==> src/rtl/sigmoid_stream_ctrl.sv <==
// sigmoid_stream_ctrl: AXI-stream wrapper around a free-running fixed-latency
// sigmoid pipeline. It tracks in-flight operands with a valid shift register,
// captures pipeline results into a first-word-fall-through FIFO, and throttles
// upstream so in-flight plus buffered results never exceed the FIFO depth.
// Optional macro SIG_TLAST_EN adds s_axis_tlast/m_axis_tlast carried alongside
// each beat through a parallel shift register and FIFO bit.
module sigmoid_stream_ctrl #(
   parameter int unsigned LATENCY = 8,
   parameter int unsigned DEPTH   = 16
) (
   input  logic        aclk,
   input  logic        aresetn,
   input  logic        s_axis_tvalid,
   output logic        s_axis_tready,
   input  logic [31:0] s_axis_tdata,
`ifdef SIG_TLAST_EN
   input  logic        s_axis_tlast,
   output logic        m_axis_tlast,
`endif
   output logic [31:0] sig_in,
   input  logic [31:0] sig_out,
   output logic        m_axis_tvalid,
   input  logic        m_axis_tready,
   output logic [31:0] m_axis_tdata
);

   localparam int unsigned AW = $clog2(DEPTH);
   localparam int unsigned CW = $clog2(DEPTH) + 2;

   logic               r_tready;
   logic               r_tvalid;
   logic [LATENCY-1:0] r_sr;
   logic [CW-1:0]      r_inflight;
   logic [CW-1:0]      r_count;
   logic [AW-1:0]      r_wptr;
   logic [AW-1:0]      r_rptr;
   logic [31:0]        r_mem [DEPTH];

   logic               w_beat;
   logic               w_cap;
   logic               w_pop;
   logic [CW-1:0]      w_inflight_n;
   logic [CW-1:0]      w_count_n;

   // Handshake decode and next occupancy of the pipeline and the FIFO
   always_comb begin
      w_beat       = s_axis_tvalid & r_tready;
      w_cap        = r_sr[LATENCY-1];
      w_pop        = r_tvalid & m_axis_tready;
      w_inflight_n = r_inflight;
      w_count_n    = r_count;
      case ({w_beat, w_cap})
         2'b10:   w_inflight_n = r_inflight + CW'(1);
         2'b01:   w_inflight_n = r_inflight - CW'(1);
         default: w_inflight_n = r_inflight;
      endcase
      case ({w_cap, w_pop})
         2'b10:   w_count_n = r_count + CW'(1);
         2'b01:   w_count_n = r_count - CW'(1);
         default: w_count_n = r_count;
      endcase
   end

   // Control state: valid shift register, counters, pointers, registered flags
   always_ff @(posedge aclk) begin
      if (!aresetn) begin
         r_sr       <= '0;
         r_inflight <= '0;
         r_count    <= '0;
         r_wptr     <= '0;
         r_rptr     <= '0;
         r_tready   <= 1'b0;
         r_tvalid   <= 1'b0;
      end else begin
         r_sr       <= (r_sr << 1) | LATENCY'(w_beat);
         r_inflight <= w_inflight_n;
         r_count    <= w_count_n;
         if (w_cap) r_wptr <= r_wptr + AW'(1);
         if (w_pop) r_rptr <= r_rptr + AW'(1);
         // Reserve a FIFO slot for every operand still inside the pipeline
         r_tready   <= (w_inflight_n + w_count_n) < CW'(DEPTH);
         r_tvalid   <= (w_count_n != '0);
      end
   end

   // Result storage; contents need no reset since occupancy gates visibility
   always_ff @(posedge aclk) begin
      if (aresetn && w_cap) r_mem[r_wptr] <= sig_out;
   end

`ifdef SIG_TLAST_EN
   logic [LATENCY-1:0] r_sr_last;
   logic               r_mem_last [DEPTH];

   // tlast rides a shift register parallel to the valid bits
   always_ff @(posedge aclk) begin
      if (!aresetn) begin
         r_sr_last <= '0;
      end else begin
         r_sr_last <= (r_sr_last << 1) | LATENCY'(w_beat & s_axis_tlast);
      end
   end

   // tlast FIFO bit written alongside its result
   always_ff @(posedge aclk) begin
      if (aresetn && w_cap) r_mem_last[r_wptr] <= r_sr_last[LATENCY-1];
   end

   assign m_axis_tlast = r_mem_last[r_rptr];
`endif

   assign s_axis_tready = r_tready;
   assign sig_in        = w_beat ? s_axis_tdata : 32'h0000_0000;
   assign m_axis_tvalid = r_tvalid;
   assign m_axis_tdata  = r_mem[r_rptr];

endmodule

==> config.mk <==
export PLATFORM = sky130hd
export DESIGN_NAME = sigmoid_stream_ctrl
export DESIGN_NICKNAME = d
export VERILOG_FILES = /design/src/rtl/sigmoid_stream_ctrl.sv
export SDC_FILE = /design/constraint.sdc
export NUM_CORES = 1
export LEC_CHECK = 0
export CAP_MARGIN = 20
export CORE_UTILIZATION = 55
export DETAILED_ROUTE_END_ITERATION = 12
export PLACE_DENSITY = 0.75
export SYNTH_ARGS = -nofsm -noshare
export SYNTH_HDL_FRONTEND = slang
export SYNTH_SLANG_ARGS = --single-unit
==> constraint.sdc <==
create_clock -name aclk -period 7.2 [get_ports aclk]
set_clock_uncertainty 0.2 [all_clocks]
set_input_delay 1.44 -clock aclk [delete_from_list [all_inputs] [get_ports aclk]]
set_output_delay 1.44 -clock aclk [all_outputs]
set_load 0.005 [all_outputs]
Yosys cells after proc, flatten, opt, wreduce, memory -nomap -nowiden
Memory sizes are Yosys's and may differ from the RTL's. A register that Yosys moved wholly into a read port is not among the register bits.
Cells that the tools add are included.
Cells by class
  $add $sub $neg: 7
  $lt $le $gt $ge: 1
  equality and inequality tests: 4
  multiplexer cells: 7
  bitwise operators: 3
  reduce and logical (&&, ||, !) cells: 2
Operator list (number)
  two-way mux 32 bit: 1
  case mux 6 bit (2 select lines): 2
  adder 6 x 1 -> 6 bit, second input constant: 2
  subtractor 6 x 1 -> 6 bit, second input constant: 2
  adder 4 x 1 -> 4 bit, second input constant: 2
  two-way mux 4 bit: 2
  OR 8 x 1 -> 8 bit: 1
  adder 6 bit: 1
  < comparator 6 x 5 -> 1 bit, second input constant: 1
  nonzero test 6 bit: 1
  == test 2 x 1 -> 1 bit, second input constant: 2
  == test 2 bit, second input constant: 2
  bitwise AND 1 bit: 2
  two-way mux 1 bit: 2
  logical AND 1 bit: 1
Storage, ports and cells
  register bits after elaboration: 30
  bits in writable memories: 512
  output and inout port bits: 66
  memories: 1
Memories
  r_mem: words 16, width 32, read ports 1, clocked after memory_dff 1, wr ports 1, line 37  | logic [31:0] r_mem [DEPTH];

Logic depth before layout (Yosys ltp)
  depth after elaboration: 5
  gate-level depth with buffers: 18

Worst setup path before layout
Ideal clock, no wire load.
  path kind: input port to flip-flop
  from: input s_axis_tvalid
  to: register r_tready, in the netlist s_axis_tready
  setup time: 0.058 ns
  data arrival time: 4.581 ns
  required time: 6.942 ns
  setup slack: 2.361 ns
  stages: 17
  path buffers: 2
  cells stage by stage: clkbuf_1 -> nand2_1 -> ha_1 -> buf_6 -> xor2_1 -> ha_1 -> a21o_1 -> a221oi_1 -> a21oi_1 -> o21bai_1 -> xnor2_1 -> ha_1 -> inv_1 -> or4_1 -> or3_1 -> mux2i_1 -> a2111o_1
On the way
  cells in the longest elaborated chain, start to end: 5
  elaborated cells between the ends (all ways): 6
Ends and longest elaborated chain
  start, declared: line 13  | input logic s_axis_tvalid,
  bitwise AND 1 bit *: line 47  | w_beat = s_axis_tvalid & r_tready;
  == test 2 x 1 -> 1 bit or == test 2 bit (tied branches): line 52  | case ({w_beat, w_cap})
  case mux 6 bit (2 select lines) *: line 52
  via w_inflight_n[4]: line 42  | logic [CW-1:0] w_inflight_n;
  adder 6 bit *: line 81  | r_tready <= (w_inflight_n + w_count_n) < CW'(DEPTH);
  < comparator 6 x 5 -> 1 bit *: line 81
  end signal, assigned: line 81
  end, declared: line 30  | logic r_tready;
Mark *: on every way through the listed nets, which the timed path passes. The rest lies on a longest branch.
A chain may end at the register's enable or synchronous reset.

Worst setup path in the final report
Same ends and word-level chain as after synthesis.

==> key figures <==
Setup path
  – Most used cell, CP: sky130_fd_sc_hd__ha_1
  – Chain of cells forming the critical path: clkdlybuf4s50_1 > nand2_1 > ha_1 > xor2_1 > ha_1 > a21o_1 > a221oi_1 > a21oi_1 > o21bai_1 > xnor2_1 > ha_1 > inv_1 > or4_1 > or3_1 > mux2i_1 > a2111o_1
  – Critical path's largest stage delay: 0.96 ns
  – Endpoint kind of the worst setup timing path: flop
  – Reg-to-reg critical path endpoint: s_axis_tready
  – Required time worst endpoint: 7.52 ns
  – Worst-path fanout max: 33
  – Critical-path cell with the highest stage delay: sky130_fd_sc_hd__clkdlybuf4s50_1
  – Crit-path leading delay family: simple AND/OR/NAND/NOR gates
  – Worst flop-to-flop path startpoint: s_axis_tready
  – Arrival @ worst endpoint: 5.81 ns
  – Number of buffer and inverter instances along the worst setup path: 2
  – Setup slack on the worst flop-to-flop path: 2.68 ns
  – Cell depth of the worst flop-to-flop path: 15
  – Category of the critical setup timing path: in -> reg
  – Crit start category: input pin

Final layout
  – Share of the core filled with cells in the final layout: 66.1%
  – Commonest non-fill, non-tap cells in the layout: 512 x sky130_fd_sc_hd__edfxtp_1, 160 x sky130_fd_sc_hd__mux4_2, 133 x sky130_fd_sc_hd__clkdlybuf4s50_1, 54 x sky130_fd_sc_hd__clkbuf_16, 33 x sky130_fd_sc_hd__and3_1
  – Sequential cell area: 16100 um2
  – Filler cells: 2492
  – Multi-input gate area in the final layout: 5100 um2
  – Share of final-layout standard cells stronger than drive strength 1: 24.3%
  – Layout area overhead: 17.3%
  – NumNets Final: 1218
  – Most common cell after layout, fill and taps aside: sky130_fd_sc_hd__edfxtp_1
  – Fin cells: 1688

Placed design
  – I/O Buffers: 133
  – Half-perimeter wire length after detailed placement: 23400 um
  – Routability congestion estimate from global placement: 0.744
  – Placed Cells: 1591

Clock tree
  – Bufs on Longest Clock Path: 3
  – Clk slew on worst S/H paths: 0.06 ns
  – Post-CTS setup buffers: 0
  – CTS Buf Count: 53
  – Clock tree from TritonCTS: built
  – Number of H-tree levels: 2
  – Post-cts gate resize count: 0
  – CTS hold repair buffers: 0
  – Clock tree root driver cell: sky130_fd_sc_hd__clkbuf_16
  – Clock sink total: 546
  – Clock insertion delay at the later pin of the skew report: 0.58 ns

Detailed routing
  – Number of routed nets with antenna violations: 0
  – Detailed-routing iteration count for the pre-antenna-repair pass: 7
  – Wire length per cell: 26.5 um
  – Detail-routed via count per cell: 6.13
  – Via count of the routed design: 10.4k
  – Initial DRC count: 892
  – Total wirelength of the detailed-routed design: 44700 um
  – DRC violations left: 0

Timing
  – Transition time at the pin with the least slew margin: 1.02 ns
  – Final min period: 5.48 ns
  – Unrepaired setup endpoints after global routing: no
  – Final setup violation count: 0
  – Count of final max-slew check failures: 0
  – Worst slew margin relative to its limit: 31.8%
  – Summed negative setup slack over all endpoints: 0 ns
  – Crit share post-route: 76.1%
  – Maximum operating frequency: 182 MHz
  – Total count of hold-check failures in the final report: 0

Worst hold path
  – Type of the most critical hold path: reg -> reg
  – Min-Delay Path Depth: 1
  – Start point of the worst hold path: r_sr[1]
  – Hold EP: r_sr[2]

Floorplanning
  – Count of pins on the block boundary: 134
  – Num rows: 71
  – Width of the die: 199 um
  – Die Span Y: 199 um
  – Core area: 38000 um2
  – Area of the die: 39700 um2
  – Initial cell density of the core: 56.3%

Global routing
  – Vias in the first global route: 10.9k
  – Grt total ovfl: 0
  – Total Routing Usage GR: 23.3%
  – Number of antenna violations at the first check in global routing: 2
  – First-pass GRT wire length: 66200 um
  – Maximum number of pins on one net before global-route repair: 66

Power and ir drop
  – Lkg Pwr: 7.97 nW
  – Ratio of total power to cell area: 275 nW/um2
  – Worst supply voltage drop on vdd: 0.200 mV
  – Total power after layout: 6.90 mW

Synth
  – Number of warning messages in the yosys log: 0
  – Number of instances in the synthesized netlist: 978
  – Syn_nets: 1061
  – Number of synthesized register bits: 546
  – Post-synthesis sequential area ratio: 74.9%
  – Share of synthesized flip-flops with an asynchronous set or reset: 0%
  – Synth Cell Area: 21400 um2
  – Number of enable flip-flop cells after synthesis: 512
  – Most instantiated flip-flop cell in the synthesis netlist: sky130_fd_sc_hd__edfxtp_1
  – Synth unique cells: 58
  – Mean post-synth cell area: 21.9 um2

Job
  – Number of maximum-capacitance violations: 0

Run status
  – Run status: finished, final reports clean
==> metal layers <==
metal / GRT usage, % / vias to the layer above / wire, um
met2: 40.3 / 426 / 23300
met4: 6.79 / 0 / 921
li1: - / 4392 / -
met1: 30.8 / 5468 / 17400
met3: 3.61 / 68 / 3100
met5: 0 / - / 0
==> how the worst max path moves through the flow <==
stage | from | end | slack, ns | depth (start not counted)
after floorplan | s_axis_tvalid | s_axis_tready | 2.36 | 17
after global placement | s_axis_tvalid | s_axis_tready | 1.33 | 16
after detailed placement | s_axis_tvalid | s_axis_tready | 1.15 | 16
after CTS | s_axis_tvalid | s_axis_tready | 1.75 | 16
after global routing | s_axis_tvalid | s_axis_tready | 1.42 | 16
final | s_axis_tvalid | s_axis_tready | 1.72 | 16
==> cells in the mapped netlist (2+ instances only) <==
cell                         n  area share (%)
sky130_fd_sc_hd__edfxtp_1  512              72
sky130_fd_sc_hd__a211oi_1    2           0.070
sky130_fd_sc_hd__xor2_1     11            0.45
sky130_fd_sc_hd__xnor2_1     7            0.29
sky130_fd_sc_hd__mux4_2    160              17
sky130_fd_sc_hd__dfxtp_1    34             3.2
sky130_fd_sc_hd__o21ai_0     2           0.047
sky130_fd_sc_hd__buf_2      16            0.37
sky130_fd_sc_hd__buf_6       2            0.11
sky130_fd_sc_hd__or3_1       2           0.058
sky130_fd_sc_hd__inv_1      13            0.23
sky130_fd_sc_hd__o211ai_1    2           0.070
sky130_fd_sc_hd__ha_1       15            0.88
sky130_fd_sc_hd__mux2_2      2            0.11
sky130_fd_sc_hd__nand2b_1    7            0.20
sky130_fd_sc_hd__and3_1     33            0.96
sky130_fd_sc_hd__o21bai_1    2           0.070
sky130_fd_sc_hd__nor2b_1     4            0.12
sky130_fd_sc_hd__clkbuf_1   33            0.58
sky130_fd_sc_hd__nand2_1     7            0.12
sky130_fd_sc_hd__a21oi_1     8            0.19
sky130_fd_sc_hd__and2_1     32            0.93
sky130_fd_sc_hd__a31oi_1     2           0.058
sky130_fd_sc_hd__nand4_1     2           0.058
sky130_fd_sc_hd__nor3_1      8            0.19
sky130_fd_sc_hd__nor2_1     25            0.44
sky130_fd_sc_hd__mux2i_1     4            0.19
==> sequential cells by signal (all words and copies together), names as in the netlist, named ones only <==
register       flops
r_mem            512
r_sr               8
r_count            6
r_inflight         6
r_rptr             4
r_wptr             4
m_axis_tvalid      1
s_axis_tready      1
==> worst reg2reg max path, cell delays in order, from the launching register on <==
cell	delay, ns
sky130_fd_sc_hd__dfxtp_1	0.85
sky130_fd_sc_hd__nand2_1	0.22
sky130_fd_sc_hd__ha_1	0.44
sky130_fd_sc_hd__xor2_1	0.22
sky130_fd_sc_hd__ha_1	0.26
sky130_fd_sc_hd__a21o_1	0.17
sky130_fd_sc_hd__a221oi_1	0.29
sky130_fd_sc_hd__a21oi_1	0.07
sky130_fd_sc_hd__o21bai_1	0.16
sky130_fd_sc_hd__xnor2_1	0.10
sky130_fd_sc_hd__ha_1	0.30
sky130_fd_sc_hd__inv_1	0.05
sky130_fd_sc_hd__or4_1	0.54
sky130_fd_sc_hd__or3_1	0.32
sky130_fd_sc_hd__mux2i_1	0.14
sky130_fd_sc_hd__a2111o_1	0.14
==> power by group <==
group | internal (mW) | switching (mW) | total (mW)
registers | 3.48 | 0.0533 | 3.53
clock network | 1.64 | 1.14 | 2.78
logic | 0.357 | 0.233 | 0.590
==> cell families after synthesis <==
family	count (synthesis)	synth area share, %
muxes	166	17.1
adders and majority gates	15	0.876
xor gates and xnor gates	19	0.812
and+or+nand+nor	131	3.56
DFF	546	74.9
AOI/OAI and AO/OA	34	1.34
buffers and inverters	67	1.35
==> cell type report <==
cell class                 count  share of cell area [%]
tap                          511                    2.54
clock inverter                28                    1.32
inverter                      14                   0.209
timing repair buffer         155                    6.06
antenna                        1                 0.00996
clock buffer                  68                    5.63
multi-input combinational    365                    20.3
sequential                   546                    63.9
==> per-stage QoR <==
| step | setup slack [ns] | hold slack (ns) | instance area (um2) |
|---|---|---|---|
| 6_report | 1.72 | 0.237 | 25100 |
| 5_1_grt | 1.42 | 0.248 | 25100 |
| 3_3_place_gp | 1.33 | 0.216 | 23400 |
| 4_1_cts | 1.75 | 0.237 | 25100 |
| 2_1_floorplan | 2.36 | 0.212 | 21400 |
| 3_5_place_dp | 1.15 | 0.221 | 23400 |
Power figures use the tool's default switching activity.
